===== src/rtl/fetch_assembler_pkg.sv =====
// Shared types and constants for the byte-serial instruction fetch path.
package asyn_arm_pkg;

  localparam int WORD_W         = 32;
  localparam int BYTE_W         = 8;
  localparam int BYTES_PER_WORD = WORD_W / BYTE_W;
  localparam int WAIT_CNT_W     = 8;

  localparam logic [WORD_W-1:0] DEF_RESET_PC = 32'h0000_0000;
  localparam int                DEF_ROM_WAIT = 3;

  typedef enum logic [2:0] {
    ST_IDLE,
    ST_REQ,
    ST_WAIT,
    ST_CAPTURE,
    ST_HOLD
  } fetch_state_e;

  function automatic logic [WORD_W-1:0] byte_addr(input logic [WORD_W-1:0] pc,
                                                  input logic [1:0]        idx);
    return pc + {{(WORD_W-2){1'b0}}, idx};
  endfunction

endpackage


===== src/rtl/fetch_assembler_if.sv =====
// ROM request/response and decode handshake bundle for the fetch assembler.
interface fetch_assembler_if;
  import asyn_arm_pkg::*;

  logic [WORD_W-1:0] romAddr;
  logic              romTrigger;
  logic [BYTE_W-1:0] romData;
  logic              romReady;
  logic              branchValid;
  logic [WORD_W-1:0] branchTarget;
  logic              instrValid;
  logic              instrReady;
  logic [WORD_W-1:0] instr;
  logic [WORD_W-1:0] instrPc;

  modport master (
    output romAddr, romTrigger, instrValid, instr, instrPc,
    input  romData, romReady, branchValid, branchTarget, instrReady
  );

  modport slave (
    input  romAddr, romTrigger, instrValid, instr, instrPc,
    output romData, romReady, branchValid, branchTarget, instrReady
  );

endinterface


===== src/rtl/fetch_assembler_sync2.sv =====
// Two-flop synchronizer with asynchronous active-low clear.
module sync2 (
  input  logic clk,
  input  logic rst_n,
  input  logic d,
  output logic q
);

  logic meta_q, meta_d;
  logic sync_q, sync_d;

  always_comb begin
    meta_d = d;
    sync_d = meta_q;
  end

  always_ff @(posedge clk or negedge rst_n) begin
    if (!rst_n) begin
      meta_q <= 1'b0;
      sync_q <= 1'b0;
    end else begin
      meta_q <= meta_d;
      sync_q <= sync_d;
    end
  end

  assign q = sync_q;

endmodule


===== src/rtl/fetch_assembler.sv =====
// Assembles 32-bit little-endian instructions from a byte-wide, toggle-requested ROM.
//   state   | meaning
//   IDLE    | waiting for synchronized reset release
//   REQ     | present byte address, toggle romTrigger, arm wait counter
//   WAIT    | count down, then wait for synchronized romReady
//   CAPTURE | store byte (or drop it when flushing), advance byte index
//   HOLD    | complete word offered to decode until accepted or redirected
module fetch_assembler
  import asyn_arm_pkg::*;
#(
  parameter logic [WORD_W-1:0] RESET_PC = DEF_RESET_PC,
  parameter int                ROM_WAIT = DEF_ROM_WAIT
) (
  input  logic              clk,
  input  logic              rstN,
  fetch_assembler_if.master bus
);

  fetch_state_e          state_q, state_d;
  logic [WORD_W-1:0]     pc_q, pc_d;
  logic [1:0]            byte_idx_q, byte_idx_d;
  logic [WAIT_CNT_W-1:0] cnt_q, cnt_d;
  logic                  trig_q, trig_d;
  logic [WORD_W-1:0]     rom_addr_q, rom_addr_d;
  logic [WORD_W-1:0]     instr_q, instr_d;
  logic [WORD_W-1:0]     instr_pc_q, instr_pc_d;
  logic                  valid_q, valid_d;
  logic                  flush_q, flush_d;
  logic                  ready_s;
  logic                  run_s;

  sync2 u_ready_sync (
    .clk   (clk),
    .rst_n (rstN),
    .d     (bus.romReady),
    .q     (ready_s)
  );

  // Release of rstN is retimed so the FSM never leaves IDLE on the release edge.
  sync2 u_rst_sync (
    .clk   (clk),
    .rst_n (rstN),
    .d     (1'b1),
    .q     (run_s)
  );

  always_comb begin
    state_d    = state_q;
    pc_d       = pc_q;
    byte_idx_d = byte_idx_q;
    cnt_d      = cnt_q;
    trig_d     = trig_q;
    rom_addr_d = rom_addr_q;
    instr_d    = instr_q;
    instr_pc_d = instr_pc_q;
    valid_d    = valid_q;
    flush_d    = flush_q;

    case (state_q)
      ST_IDLE: begin
        if (bus.branchValid) pc_d = bus.branchTarget;
        if (run_s) state_d = ST_REQ;
      end

      ST_REQ: begin
        rom_addr_d = byte_addr(pc_q, byte_idx_q);
        trig_d     = ~trig_q;
        cnt_d      = WAIT_CNT_W'(ROM_WAIT);
        state_d    = ST_WAIT;
        if (bus.branchValid) begin
          flush_d = 1'b1;
          pc_d    = bus.branchTarget;
        end
      end

      ST_WAIT: begin
        if (cnt_q != '0) begin
          cnt_d = cnt_q - WAIT_CNT_W'(1);
        end else if (ready_s) begin
          state_d = ST_CAPTURE;
        end
        if (bus.branchValid) begin
          flush_d = 1'b1;
          pc_d    = bus.branchTarget;
        end
      end

      ST_CAPTURE: begin
        // A redirect landing here also kills the byte being captured.
        if (flush_q || bus.branchValid) begin
          flush_d    = 1'b0;
          byte_idx_d = 2'd0;
          state_d    = ST_REQ;
          if (bus.branchValid) pc_d = bus.branchTarget;
        end else begin
          instr_d[{byte_idx_q, 3'b000} +: BYTE_W] = bus.romData;
          if (byte_idx_q == 2'(BYTES_PER_WORD - 1)) begin
            instr_pc_d = pc_q;
            valid_d    = 1'b1;
            state_d    = ST_HOLD;
          end else begin
            byte_idx_d = byte_idx_q + 2'd1;
            state_d    = ST_REQ;
          end
        end
      end

      ST_HOLD: begin
        if (bus.branchValid) begin
          valid_d    = 1'b0;
          pc_d       = bus.branchTarget;
          byte_idx_d = 2'd0;
          state_d    = ST_REQ;
        end else if (bus.instrReady) begin
          valid_d    = 1'b0;
          pc_d       = pc_q + WORD_W'(BYTES_PER_WORD);
          byte_idx_d = 2'd0;
          state_d    = ST_REQ;
        end
      end

      default: state_d = ST_IDLE;
    endcase
  end

  always_ff @(posedge clk or negedge rstN) begin
    if (!rstN) begin
      state_q    <= ST_IDLE;
      pc_q       <= RESET_PC;
      byte_idx_q <= 2'd0;
      cnt_q      <= '0;
      trig_q     <= 1'b0;
      rom_addr_q <= RESET_PC;
      instr_q    <= '0;
      instr_pc_q <= '0;
      valid_q    <= 1'b0;
      flush_q    <= 1'b0;
    end else begin
      state_q    <= state_d;
      pc_q       <= pc_d;
      byte_idx_q <= byte_idx_d;
      cnt_q      <= cnt_d;
      trig_q     <= trig_d;
      rom_addr_q <= rom_addr_d;
      instr_q    <= instr_d;
      instr_pc_q <= instr_pc_d;
      valid_q    <= valid_d;
      flush_q    <= flush_d;
    end
  end

  assign bus.romAddr    = rom_addr_q;
  assign bus.romTrigger = trig_q;
  assign bus.instr      = instr_q;
  assign bus.instrPc    = instr_pc_q;
  assign bus.instrValid = valid_q;

endmodule


===== src/flat_wrapper.sv =====
// flat-port wrapper written by rule: the top's interface ports become plain ports
module fetch_assembler_flat import asyn_arm_pkg::*;
#(
  parameter logic [WORD_W-1:0] RESET_PC = DEF_RESET_PC,
  parameter int                ROM_WAIT = DEF_ROM_WAIT
)
  (clk, rstN, bus_romAddr, bus_romTrigger, bus_instrValid, bus_instr, bus_instrPc, bus_romData, bus_romReady, bus_branchValid, bus_branchTarget, bus_instrReady);
  fetch_assembler_if bus_i ();
  input  logic clk;
  input  logic rstN;
  output wire logic [$bits(bus_i.romAddr)-1:0] bus_romAddr;
  output wire logic [$bits(bus_i.romTrigger)-1:0] bus_romTrigger;
  output wire logic [$bits(bus_i.instrValid)-1:0] bus_instrValid;
  output wire logic [$bits(bus_i.instr)-1:0] bus_instr;
  output wire logic [$bits(bus_i.instrPc)-1:0] bus_instrPc;
  input wire logic [$bits(bus_i.romData)-1:0] bus_romData;
  input wire logic [$bits(bus_i.romReady)-1:0] bus_romReady;
  input wire logic [$bits(bus_i.branchValid)-1:0] bus_branchValid;
  input wire logic [$bits(bus_i.branchTarget)-1:0] bus_branchTarget;
  input wire logic [$bits(bus_i.instrReady)-1:0] bus_instrReady;
  assign bus_romAddr = bus_i.romAddr;
  assign bus_romTrigger = bus_i.romTrigger;
  assign bus_instrValid = bus_i.instrValid;
  assign bus_instr = bus_i.instr;
  assign bus_instrPc = bus_i.instrPc;
  assign bus_i.romData = bus_romData;
  assign bus_i.romReady = bus_romReady;
  assign bus_i.branchValid = bus_branchValid;
  assign bus_i.branchTarget = bus_branchTarget;
  assign bus_i.instrReady = bus_instrReady;
  fetch_assembler #(.RESET_PC(RESET_PC), .ROM_WAIT(ROM_WAIT)) u_core (.clk(clk), .rstN(rstN), .bus(bus_i));
endmodule

===== config.mk =====
export PLATFORM = sky130hd
export DESIGN_NAME = fetch_assembler_flat
export DESIGN_NICKNAME = d
export VERILOG_FILES = /design/src/rtl/fetch_assembler_pkg.sv /design/src/rtl/fetch_assembler_if.sv /design/src/rtl/fetch_assembler_sync2.sv /design/src/rtl/fetch_assembler.sv /design/src/flat_wrapper.sv
export SDC_FILE = /design/constraint.sdc
export NUM_CORES = 1
export LEC_CHECK = 0
export ABC_CLOCK_PERIOD_IN_PS = 4800
export BUFFER_PORTS_ARGS = -buffer_cell sky130_fd_sc_hd__buf_2
export CAP_MARGIN = 20
export CORE_ASPECT_RATIO = 0.75
export CORE_MARGIN = 2
export CORE_UTILIZATION = 32
export CTS_BUF_LIST = sky130_fd_sc_hd__clkbuf_4 sky130_fd_sc_hd__clkbuf_8
export CTS_CLUSTER_SIZE = 24
export DETAILED_ROUTE_END_ITERATION = 8
export RECOVER_POWER = 50
export SLEW_MARGIN = 40
export SYNTH_ARGS = -nofsm -noshare
export SYNTH_HDL_FRONTEND = slang
export SYNTH_SLANG_ARGS = --single-unit

===== constraint.sdc =====
create_clock -name clk -period 4.8 [get_ports clk]
set_input_delay 0.48 -clock clk [delete_from_list [all_inputs] [get_ports clk]]
set_output_delay 0.48 -clock clk [all_outputs]
set_load 0.01 [all_outputs]

# After elaboration in Yosys (flattened, before gate mapping)
# Cells that the tools add are included.
dict set report word_totals {
  regBits 148
  latch_bits 0
  ramBits 0
  romBits 0
  in_bits 45
  output_inout_bits 98
  elab_cells 84
  mem_count 0
}
dict set report op_classes {
  n_addsub 5
  multipliers 0
  n_div 0
  n_lt_le_gt_ge 0
  eq_ne 15
  shifts 2
  muxes 29
  bitwise 2
  reduce_logical 17
}
# operator n
set op_table {}
lappend op_table {{$mux 32} 4}
lappend op_table {{$pmux 32 s3} 1}
lappend op_table {{$add 32x2->32} 1}
lappend op_table {{$add 32x3->32 const B} 1}
lappend op_table {{$bwmux 32} 1}
lappend op_table {{$shift 8x7->32 const A} 1}
lappend op_table {{$shiftx 8x7->32} 1}
lappend op_table {{$mux 3} 7}
lappend op_table {{$pmux 8 s2} 1}
lappend op_table {{$pmux 3 s5} 1}
lappend op_table {{$reduce_and 3->1} 4}
lappend op_table {{$mux 2} 4}
lappend op_table {{$mux 8} 1}
lappend op_table {{$ne 2x1->1 const B} 4}
lappend op_table {{$ne 2x2->1 const B} 4}
lappend op_table {{$reduce_and 4->1} 2}
lappend op_table {{$reduce_bool 8->1} 1}
lappend op_table {{$sub 8x1->8 const B} 1}
lappend op_table {{$neg 5->7} 1}
lappend op_table {{$eq 3x2->1 const B} 2}
lappend op_table {{$mux 1} 6}
lappend op_table {{$reduce_bool 2->1} 3}
lappend op_table {{$pmux 1 s2} 2}
lappend op_table {{$pmux 2 s2} 1}
lappend op_table {{13 further kinds} 15}

# Depth between registers and ports, before layout
dict set report depth {
  word_depth 4
  ltp_mapped 9
  depth_no_buf 8
}

# Cells and area by module
# Synthesis repeated with hierarchy kept, for this count alone.
dict set report unflattened {
  cells_unflattened 749
  hier_area_um2 7144.4
}
# module instances cells_per_inst area_per_inst_um2 seq_area_each_um2
set by_module_without_submodules {}
lappend by_module_without_submodules {fetch_assembler 1 745 7044.3 3603.5}
lappend by_module_without_submodules {sync2 2 2 50.0 50.0}

# Worst setup path after synthesis
# Ideal clock, no wire load.
dict set report synth_path {
  path_kind {flip-flop to flip-flop}
  start {register u_core.byte_idx_q[0]}
  end {register u_core.rom_addr_q[28] (netlist: u_core.bus.romAddr[28])}
  setup_ns 0.139
  arrival_ns 2.324
  required_ns 4.661
  path_slack_ns 2.338
  path_stages_with_launch 10
  path_buffers 1
  period_less_slack_ns 2.462
  path_cell_list {dfrtp_1 > ha_1 > inv_1 > fa_1 > buf_2 > and4b_1 > nor4b_1 > nor2b_1 > xnor2_1 > o21ai_0}
}
dict set report synth_via {
  elab_chain_cells 1
}
# element line_no
set synth_rtl {}
lappend synth_rtl {{start: declaration} fetch_assembler.sv:21} ;# logic [1:0] byte_idx_q, byte_idx_d;
lappend synth_rtl {{start signal: assignment} fetch_assembler.sv:141} ;# byte_idx_q <= byte_idx_d;
lappend synth_rtl {{$add 32x2->32} fetch_assembler_pkg.sv:22} ;# return pc + {{(WORD_W-2){1'b0}}, idx};
lappend synth_rtl {{end signal: assignment} fetch_assembler.sv:144} ;# rom_addr_q <= rom_addr_d;
lappend synth_rtl {{end: declaration} fetch_assembler.sv:24} ;# logic [WORD_W-1:0] rom_addr_q, rom_addr_d;
# Every way passes these cells.
# A chain may end at the register's enable or synchronous reset.

# Worst setup path in the final report
# Same ends and word-level chain as after synthesis.

==> metrics.txt <==
# TYPE chip_impl_metric gauge
chip_impl_info{name="crit_path_end_kind",value="flip-flop"} 1
chip_impl_metric{name="number_of_hold_violations_in_the_final_report",unit=""} 0
chip_impl_metric{name="post-route-util",unit=""} 0.387
chip_impl_info{name="status",value="finished with violations"} 1
chip_impl_info{name="cp-start-kind",value="flip-flop"} 1
chip_impl_metric{name="route.vias.total",unit=""} 6034
chip_impl_metric{name="finalCriticalPeriod",unit="ps"} 2930
chip_impl_metric{name="first_global_vias",unit=""} 5551
chip_impl_metric{name="synthesis.area_per_instance",unit="sq um"} 9.48
chip_impl_metric{name="routabilityCongestion",unit=""} 0.840
chip_impl_metric{name="number_of_cells_on_the_worst_reg_to_reg_path",unit=""} 8
chip_impl_metric{name="timing.final.crit_share",unit=""} 0.610
chip_impl_metric{name="nets",unit=""} 934
chip_impl_metric{name="report.final.setup_viol",unit=""} 0
chip_impl_metric{name="place_hpwl",unit="um"} 15000
chip_impl_metric{name="yosysTopAreaCellShare",unit=""} 0.509
chip_impl_info{name="post_synth_main_area_contributors",value="dfrtp_1 (51%), o21ai_0 (6.3%), nand2_1 (5.0%)"} 1
chip_impl_metric{name="post_synth_inst_count",unit=""} 767
chip_impl_metric{name="syn-cell-area",unit="sq um"} 7270
chip_impl_metric{name="maxSlewViolCount",unit=""} 81
chip_impl_info{name="clock-root-buffer",value="clkbuf_8"} 1
chip_impl_metric{name="final_layout_size_suffix_gt1_frac",unit=""} 0.218
chip_impl_info{name="failing_checks",value="capacitance limit, slew limit"} 1
chip_impl_metric{name="r2r_setup_slack",unit="ps"} 1870
chip_impl_metric{name="worstSkewPairLatency",unit="ps"} 450
chip_impl_metric{name="worst_slew_pin_slew",unit="ps"} 2190
chip_impl_metric{name="post_drt_via_cell_ratio",unit=""} 5.09
chip_impl_metric{name="arrival",unit="ps"} 3250
chip_impl_metric{name="first_pass_grt_wire_length",unit="um"} 32900
chip_impl_info{name="cts_tree",value="done"} 1
chip_impl_metric{name="setup_tns",unit="ps"} 0
chip_impl_metric{name="power.density",unit="nW/um^2"} 449
chip_impl_metric{name="yosys_warnings",unit=""} 0
chip_impl_metric{name="grt_start_max_net_pins",unit=""} 72
chip_impl_metric{name="ys_seq_elements",unit=""} 148
chip_impl_metric{name="core",unit="sq um"} 22200
chip_impl_metric{name="peakVddDrop",unit="mV"} 0.236
chip_impl_metric{name="drt_wl_total",unit="um"} 21100
chip_impl_metric{name="num_antenna_cells",unit=""} 0
chip_impl_metric{name="die_w",unit="um"} 178
chip_impl_info{name="crit-reg2reg-capture",value="u_core.bus.romAddr[28]"} 1
chip_impl_metric{name="fmaxAchievable",unit="MHz"} 342
chip_impl_metric{name="post_cts.resized_instances",unit=""} 0
chip_impl_metric{name="floorplan.io_pins",unit=""} 143
chip_impl_metric{name="hold_buffers",unit=""} 0
chip_impl_info{name="most_area_hungry_cell_type_in_the_yosys_netlist",value="dfrtp_1"} 1
chip_impl_metric{name="track_usage",unit=""} 0.179
chip_impl_metric{name="drc",unit=""} 0
chip_impl_metric{name="cts.clk_slew.worst_paths",unit="ps"} 90
chip_impl_metric{name="clock-sinks",unit=""} 148
chip_impl_metric{name="p_leak",unit="nW"} 3.81
chip_impl_metric{name="grt_antenna_before_repair",unit=""} 0
chip_impl_metric{name="required",unit="ps"} 5120
chip_impl_info{name="synth_top_cells_by_count",value="dfrtp_1 (148), nand2_1 (97), o21ai_0 (91)"} 1
chip_impl_metric{name="io_buffer_count",unit=""} 142
chip_impl_metric{name="mappedNetlistNets",unit=""} 823
chip_impl_metric{name="ys_seq_area_frac",unit=""} 0.509
chip_impl_metric{name="cts.htree.levels",unit=""} 4
chip_impl_info{name="synth_flop_cell",value="dfrtp_1"} 1
chip_impl_metric{name="drt_pre_antenna_iters",unit=""} 5
chip_impl_metric{name="routedWlPerCell",unit="um"} 17.8
chip_impl_metric{name="slew_headroom",unit=""} -0.459
chip_impl_metric{name="dr.first_iter.drc_count",unit=""} 660
chip_impl_metric{name="rows",unit=""} 47
chip_impl_metric{name="initial_utilization",unit=""} 0.328
chip_impl_metric{name="die_height",unit="um"} 135
chip_impl_info{name="worst_r2r_startpoint",value="u_core.byte_idx_q[0]"} 1
chip_impl_info{name="criticalPathCategory",value="reg2reg"} 1
chip_impl_metric{name="clock_path_buffers",unit=""} 2
chip_impl_metric{name="cts_made_buffers",unit=""} 17
chip_impl_metric{name="final.setup_skew",unit="ps"} 16.4
chip_impl_metric{name="overflow",unit=""} 0
chip_impl_metric{name="crit_fanout",unit=""} 9
chip_impl_metric{name="die_area",unit="sq um"} 24000
chip_impl_metric{name="postCtsSetupRepairBufs",unit=""} 0
chip_impl_info{name="post-synth-top-count-cell",value="dfrtp_1"} 1
chip_impl_metric{name="power",unit="W"} 0.00385
chip_impl_metric{name="synth_edf_count",unit=""} 0
chip_impl_metric{name="maxCapViolCount",unit=""} 2
chip_impl_metric{name="post_synthesis_cell_type_count",unit=""} 57
chip_impl_metric{name="synth-async-reset-ratio",unit=""} 1.00
chip_impl_metric{name="drtAntennaViolNets",unit=""} 0
chip_impl_info{name="grt_setup_unrepaired",value="no"} 1
chip_impl_metric{name="area.growth.synth_to_final",unit="%"} 17.9
chip_impl_info{name="hold_path.class",value="in2async"} 1
## registers in the layout (all words and copies together) (netlist names)
signal / cells
u_core.bus.instrPc: 32
u_core.cnt_q: 8
u_core.bus.instr: 32
u_core.u_rst_sync.meta_q: 1
u_core.flush_q: 1
u_core.u_ready_sync.q: 1
u_core.byte_idx_q: 2
u_core.u_ready_sync.meta_q: 1
u_core.pc_q: 32
u_core.bus.romTrigger: 1
u_core.bus.romAddr: 32
u_core.bus.instrValid: 1
u_core.u_rst_sync.q: 1
u_core.state_q: 3
## final cells by class
class | instances | area [sq um]
fill | 2265 | 13600
sequential | 148 | 3700
multi-input combinational | 526 | 3220
timing repair buffer | 149 | 717
tap | 294 | 368
clock buffer | 20 | 269
clock inverter | 12 | 154
inverter | 36 | 135
## cells in the final DEF (no fill, tap or decap), types with 4 or more instances in the layout
master      n
nand4_1    16
xnor2_1    22
o21ai_1     7
xor2_1     12
buf_4       4
and4_1      7
or3_1       5
nor3_1      9
nand2_1    96
nor2b_1     4
o22ai_1    10
dfrtp_1   148
or4_1       4
clkbuf_1   44
inv_1      36
mux2_2     30
clkbuf_8   19
a21oi_1    45
a31oi_1     5
or2_2       5
buf_2      99
nor2_1     35
ha_1       10
nor4_1      5
nand3_1    50
o21ai_0    91
## routing by layer
metal | wire length (um) | track usage
met4 | 282 | 0.0469
met2 | 8410 | 0.237
met1 | 11100 | 0.291
met3 | 1290 | 0.0360
met5 | 0 | 0
## power by group
group	internal (W)	switching, W
clock network	0.000548	0.000495
logic	0.000381	0.000634
registers	0.00154	0.000255
## metrics by stage
stage | area [sq um] | hold slack [ps] | setup slack, ps | std cells
CTS | 8600 | 54.8 | 1890 | 1184
finish | 8570 | 48.5 | 1870 | 1185
global route | 8570 | 86.9 | 1640 | 1185
detailed placement | 8180 | 339 | 1930 | 1152
global placement | 8150 | 337 | 1660 | 1152
floorplan | 7270 | 184 | 2340 | 767
## kinds of logic (layout without fill, tap and decap cells)
| group | after synthesis | after routing | synth area share |
|---|---|---|---|
| AND/OR/NAND/NOR | 266 | 266 | 0.185 |
| AO/OA/AOI/OAI | 184 | 184 | 0.143 |
| flip-flops | 148 | 148 | 0.509 |
| buffers and inverters | 93 | 217 | 0.0549 |
| XOR/XNOR | 34 | 34 | 0.0410 |
| multiplexers | 30 | 30 | 0.0465 |
| adder cells (fa/ha/maj) | 11 | 11 | 0.0200 |
| other | 1 | 1 | 0.000516 |
## worst max path at each step
stage / startpoint / to / cells after the start / slack, ps
after detailed placement: u_core.byte_idx_q[0] / u_core.bus.romAddr[28] / 8 / 1930
after global routing: rstN / u_core.bus.romAddr[27] / 2 / 1640
after CTS: u_core.byte_idx_q[0] / u_core.bus.romAddr[28] / 8 / 1890
after global placement: u_core.byte_idx_q[0] / u_core.bus.romAddr[28] / 8 / 1660
after floorplan: u_core.byte_idx_q[0] / u_core.bus.romAddr[28] / 9 / 2340
final: u_core.byte_idx_q[0] / u_core.bus.romAddr[28] / 8 / 1870
## critical path, cell delays in order (launching register included)
cell and delay [ps]:
dfrtp_1 490, ha_1 210, inv_1 60, fa_1 600, and4b_1 420, nor4b_2 570
nor2b_1 240, xnor2_1 130, o21ai_0 80
No activity file was read; power rests on OpenSTA's default activity.
